===== src/rtl/bcd2bin.sv =====
// bcd2bin -- sequential reverse double-dabble converter.
//
// Converts a 4-digit packed BCD value (0..9999) into a 14-bit unsigned binary
// value. The converter runs one shift or one adjust step per clock. It takes
// 14 shifts and 13 adjusts, so a result is ready 28 cycles after capture.
//
// Ports:
//   clk        in   1   rising-edge clock
//   rst_n      in   1   asynchronous active-low reset
//   en         in   1   start request, sampled only while idle
//   bcd_d_in   in  16   packed BCD {thousands, hundreds, tens, units}
//   bin_d_out  out 14   last completed conversion result
//   rdy        out  1   one-cycle pulse: bin_d_out / err updated
//   busy       out  1   high from capture until the return to idle
//   err        out  1   invalid-digit flag, updated with rdy
//
// Configuration macro: BCD2BIN_CHECK_EN
//   defined   : a digit > 9 at capture skips the conversion. It then
//               reports bin_d_out = 0 and err = 1 one cycle later.
//   undefined : no digit check is made and err is tied low.

module bcd2bin (
  input  logic        clk,
  input  logic        rst_n,
  input  logic        en,
  input  logic [15:0] bcd_d_in,
  output logic [13:0] bin_d_out,
  output logic        rdy,
  output logic        busy,
  output logic        err
);

  typedef enum logic [1:0] {
    S_IDLE  = 2'd0,
    S_SHIFT = 2'd1,
    S_ADJ   = 2'd2,
    S_DONE  = 2'd3
  } state_e;

  // Last shift happens when the counter already shows 13 shifts done.
  localparam logic [3:0] LAST_SHIFT = 4'd13;

  state_e      state_q, state_d;
  logic [15:0] bcd_sr_q, bcd_sr_d;
  logic [13:0] bin_sr_q, bin_sr_d;
  logic [3:0]  sh_cnt_q, sh_cnt_d;
  logic [13:0] bin_d_out_q, bin_d_out_d;
  logic        rdy_q, rdy_d;
  logic        busy_q, busy_d;

  // Undo the doubling for each digit. After a right shift, a digit >= 8
  // received a 1 from the digit above it. That 1 is worth 10/2 = 5, but it
  // landed as a bit worth 8, so the digit is corrected by subtracting 3.
  // Each nibble is corrected on its own; there is no borrow between nibbles.
  function automatic logic [15:0] adjust(input logic [15:0] v);
    logic [15:0] r;
    r = v;
    for (int i = 0; i < 4; i++) begin
      if (v[i*4+3]) r[i*4 +: 4] = v[i*4 +: 4] - 4'd3;
    end
    return r;
  endfunction

`ifdef BCD2BIN_CHECK_EN
  logic err_q, err_d;
  logic err_pend_q, err_pend_d;

  function automatic logic digits_valid(input logic [15:0] v);
    logic ok;
    ok = 1'b1;
    for (int i = 0; i < 4; i++) begin
      if (v[i*4 +: 4] > 4'd9) ok = 1'b0;
    end
    return ok;
  endfunction
`endif

  always_comb begin
    // NOTE: every signal assigned in this block gets a default first, so no
    // path through the case statement can infer a latch.
    state_d     = state_q;
    bcd_sr_d    = bcd_sr_q;
    bin_sr_d    = bin_sr_q;
    sh_cnt_d    = sh_cnt_q;
    bin_d_out_d = bin_d_out_q;
    rdy_d       = 1'b0;          // rdy is high only in the cycle after DONE
    busy_d      = busy_q;
`ifdef BCD2BIN_CHECK_EN
    err_d       = err_q;
    err_pend_d  = err_pend_q;
`endif

    unique case (state_q)
      S_IDLE: begin
        if (en) begin
          bcd_sr_d = bcd_d_in;
          bin_sr_d = '0;
          sh_cnt_d = '0;
          busy_d   = 1'b1;
          state_d  = S_SHIFT;
`ifdef BCD2BIN_CHECK_EN
          err_pend_d = !digits_valid(bcd_d_in);
          // bin_sr is already cleared, so DONE presents 0 for a rejected input.
          if (!digits_valid(bcd_d_in)) state_d = S_DONE;
`endif
        end
      end

      S_SHIFT: begin
        {bcd_sr_d, bin_sr_d} = {1'b0, bcd_sr_q, bin_sr_q[13:1]};
        sh_cnt_d = sh_cnt_q + 4'd1;
        state_d  = (sh_cnt_q == LAST_SHIFT) ? S_DONE : S_ADJ;
      end

      S_ADJ: begin
        bcd_sr_d = adjust(bcd_sr_q);
        state_d  = S_SHIFT;
      end

      S_DONE: begin
        bin_d_out_d = bin_sr_q;
        rdy_d       = 1'b1;
        busy_d      = 1'b0;
        state_d     = S_IDLE;
`ifdef BCD2BIN_CHECK_EN
        err_d       = err_pend_q;
`endif
      end

      default: state_d = S_IDLE;
    endcase
  end

  // NOTE: state registers use non-blocking assignments only, so every flop
  // samples the values from before the edge regardless of statement order.
  always_ff @(posedge clk or negedge rst_n) begin
    if (!rst_n) begin
      state_q     <= S_IDLE;
      bcd_sr_q    <= '0;
      bin_sr_q    <= '0;
      sh_cnt_q    <= '0;
      bin_d_out_q <= '0;
      rdy_q       <= 1'b0;
      busy_q      <= 1'b0;
    end else begin
      state_q     <= state_d;
      bcd_sr_q    <= bcd_sr_d;
      bin_sr_q    <= bin_sr_d;
      sh_cnt_q    <= sh_cnt_d;
      bin_d_out_q <= bin_d_out_d;
      rdy_q       <= rdy_d;
      busy_q      <= busy_d;
    end
  end

`ifdef BCD2BIN_CHECK_EN
  always_ff @(posedge clk or negedge rst_n) begin
    if (!rst_n) begin
      err_q      <= 1'b0;
      err_pend_q <= 1'b0;
    end else begin
      err_q      <= err_d;
      err_pend_q <= err_pend_d;
    end
  end

  assign err = err_q;
`else
  assign err = 1'b0;
`endif

  assign bin_d_out = bin_d_out_q;
  assign rdy       = rdy_q;
  assign busy      = busy_q;

endmodule


===== config.mk =====
export PLATFORM = sky130hd
export DESIGN_NAME = bcd2bin
export DESIGN_NICKNAME = d
export VERILOG_FILES = /design/src/rtl/bcd2bin.sv
export SDC_FILE = /design/constraint.sdc
export NUM_CORES = 1
export LEC_CHECK = 0
export BUFFER_PORTS_ARGS = -buffer_cell sky130_fd_sc_hd__buf_2
export CAP_MARGIN = 20
export CORE_MARGIN = 3
export CORE_UTILIZATION = 40
export DETAILED_ROUTE_END_ITERATION = 16
export GPL_TIMING_DRIVEN = 0
export MAX_ROUTING_LAYER = met4
export PLACE_DENSITY = 0.63
export SLEW_MARGIN = 0
export SYNTH_ARGS = -nofsm -noshare
export SYNTH_HDL_FRONTEND = slang
export SYNTH_SLANG_ARGS = --single-unit

===== constraint.sdc =====
create_clock -name clk -period 1.9 [get_ports clk]
set_input_delay 0.285 -clock clk [delete_from_list [all_inputs] [get_ports clk]]
set_output_delay 0.285 -clock clk [all_outputs]
set_load 0.005 [all_outputs]

==> impl_results.md <==
* Placed cell count at between 300 and 400
* Port bufs at 34
* Period minus WS final at 1800 ps
* DP HPWL at a little over 4000 um
* Synth top area share at 46.5%
* Drt drc at 0
* Die ar. at 8030 sq um
* Worst slack at placement at around 37 ps
* CTS clk-pin slew, worst paths at 90 ps
* Critical path required time at around 2100 ps
* Worst setup path category: flop to flop
* Placer congestion estimate at around 0.84
* Status: finished clean
* Seq/Total Area, Yosys at 46.5%
* Worst vdd ir at around 0.7 mV
* Clk root buf: clkbuf_8
* Proportion of layout cells with a drive suffix above 1 at around 28%
* Crit-path max cell delay at 440 ps
* Reg2reg start: state_q[0]
* R2R Path End: bcd_sr_q[1]
* Area after DPL at 3100 sq um
* Syn Inst Count at 271
* Fin. Hold Viols at 0
* Filler cells at 617
* Combinational Power Share at a little over half
* CORE AREA at 6570 sq um
* Cell Chain, Critical Path: ha_1, buf_4, nand2b_4, clkbuf_8, a21oi_4, mux2_2
* Vias at about 2100
* Starting Density at between 40% and 50%
* Fin area at 3240 sq um
* Synth warn at 0
* Crit share post-route at between 90% and 100%
* Pwr/cell area at about 1700 nW/um^2
* CTS buffer count at 5
* Origin of the worst setup path: state_q[0]
* Die Wd at around 90 um
* First-pass GRT wire length at about 9700 um
* Final wirelength at around 5700 um
* Hold WC Path Type: primary input to flop
* Row cnt at 29
* Via density at around 5.2
* Switching Fraction at between 40% and 50%
* Hold Path Stages at 3
* Initial antenna violation count at 0
* Max FO, Critical Path at 10
* Worst clock skew at 9.49 ps
* Final Slew Violations at 0
* Setup ws final at 102 ps
* Setup-failing EPs final at 0
* H-tree depth at 2
* CTS max path bufs at 2
* Die height at 89.6 um
* Main synth FF type: dfrtp_1
* Sw power at roughly 2.4 mW
* Worst Setup End Kind: flop
* Largest net degree at the start of global routing at 37
* Synth async-reset ratio at 100%
* Diode count at 0
* Leak at 1.51 nW
* Cell taking the most area after synthesis: dfrtp_1
* EDFF count, synth at 0
* DRT Pass-1 Iters at 4
* Part of the power in the clock network at between 10% and 20%
* Cell variety after synth at 32
* Vias in the first global route at 2059
* Drt initial violations at approximately 120
* ANT nets after route at 0
* Slowest cell on crit path: dfrtp_1
* Top post-synthesis cells by area: dfrtp_1 47%, mux2_2 9.3%, mux2i_1 6.1%
* DR WL/cell at between 10 and 15 um
* Syn Nets at approximately 300
* GRT Overall Usage at between 10% and 20%
* Most numerous cell in the Yosys netlist: dfrtp_1
* Layout Nets at approximately 350
* Max-capacitance violation count at 0
* Sequential share of power at ~36%
* R2r setup slk at just over 100 ps
* Top post-synthesis cells by count: 52 x dfrtp_1, 31 x o21ai_0, 24 x nand2_1
* Reg2Reg Depth at 6
* Startpoint Class: flop
* CTS tree: built
* Post-Layout Cell Count at 410
* FMAX at 556 MHz
* Crit path arrival time at between 1500 and 2000 ps
* CTS sink count at 52
* Cell Area, Synth at 2800 sq um
* Int Pwr at 3.31 mW
* Clock Latency Late Sink at 300 ps
* # IOs at 36
* Synth Register Bits at 52
* GRT overflow at 0
* Synth Area per Inst at slightly above 10 sq um
* Layout area overhead at 16.0%
* CP endpoint: bcd_sr_q[1]
-- metal layers --
metal / routed length [um] / global-route usage (%) / share of wire, % / vias to the layer above
met1: 2750 / 21.5 / 48 / 1037
met5: 0 / - / 0 / -
met3: 249 / 2.83 / 4.3 / 6
met2: 2690 / 23.9 / 47 / 38
li1: - / - / - / 1059
met4: 64 / 6.09 / 1.1 / 0
-- cells by family after synthesis --
logic type / synth area share [%]
AOI/OAI and AO/OA: 17.4
xor gates and xnor gates: 1.57
adders and majority gates: 4.92
buffers and inverters: 5.72
DFF: 46.5
muxes: 15.3
other: 0.134
and+or+nand+nor: 8.41
-- repair_timing --
item	4_1_cts	5_1_grt
gates resized for setup	0	19
setup endpoints to repair	0	30
setup buffers	0	2
endpoints found under the hold margin	16	0
hold buffers	1	0
-- flip-flops by register name, summed over array words and instances, names as in the netlist --
register	cells
bin_d_out	14
sh_cnt_q	4
bin_sr_q	14
busy	1
state_q	2
bcd_sr_q	16
rdy	1
-- cells in the final DEF (no fill, tap or decap), types with 2 or more instances in the layout --
cell type  instances
clkbuf_8           6
buf_2             37
o211ai_1           6
xnor2_1            5
nand2b_4           2
inv_1             16
nand4_1            3
o21ai_0           30
nand3_1            5
mux2_2            23
clkbuf_4           3
o22ai_1            4
buf_4              6
a21oi_1           11
o311ai_0           2
dfrtp_1           52
clkbuf_1           4
nand2_1           24
mux2i_1           17
a21oi_4            2
a31oi_1            6
a22oi_1           13
ha_1              11
nor2_1             9
clkbuf_2           3
-- worst min path at each step --
stage | start | to | slack (ps)
floorplan | rst_n | bcd_sr_q[0] | -10
global placement | bin_d_out[6] | bin_d_out[6] | 490
detailed placement | rst_n | busy | 230
CTS | bcd_d_in[15] | bcd_sr_q[15] | 220
global route | bcd_d_in[15] | bcd_sr_q[15] | 220
finish | bcd_d_in[15] | bcd_sr_q[15] | 230
-- per-stage QoR --
step | total power, mW | setup TNS (ps) | hold slack [ps] | util, %
after floorplan | 4.19 | 0 | -10.6 | -
after global placement | 4.86 | 0 | 486 | 47.0
after detailed placement | 4.98 | 0 | 234 | 47.3
after CTS | 5.62 | 0 | 223 | 48.8
after global routing | 6.22 | -7.64 | 216 | 49.4
final | 5.66 | 0 | 226 | 49.4
-- critical path: cells and delay by family (launching register included) --
family / cells / cell delay, ps
fa+ha+maj: 1 / 230
compound gates: 1 / 160
simple gates: 1 / 160
mux: 1 / 350
flops: 1 / 440
buf+inv: 2 / 340
-- power by group through the flow --
stage,registers [mW],clock network [mW],logic [mW]
2_1_floorplan,1.95,0,2.24
3_3_place_gp,2.02,0,2.84
3_5_place_dp,2.04,0,2.93
4_1_cts,2.02,0.654,2.95
5_1_grt,2.11,0.698,3.42
6_report,2.02,0.625,3.02
-- area by class of cell --
type                            instances  area, sq um  share of cell area [%]
Buffer                                 18          119                    3.66
Clock buffer                            6         72.6                    2.24
Clock inverter                          2         16.3                   0.501
Inverter                               17         63.8                    1.97
Multi-Input combinational cell        184         1340                    41.3
Sequential cell                        52         1300                    40.1
Tap cell                               93          116                    3.59
Timing Repair Buffer                   38          215                    6.63
(Power assumes the default switching activity.)
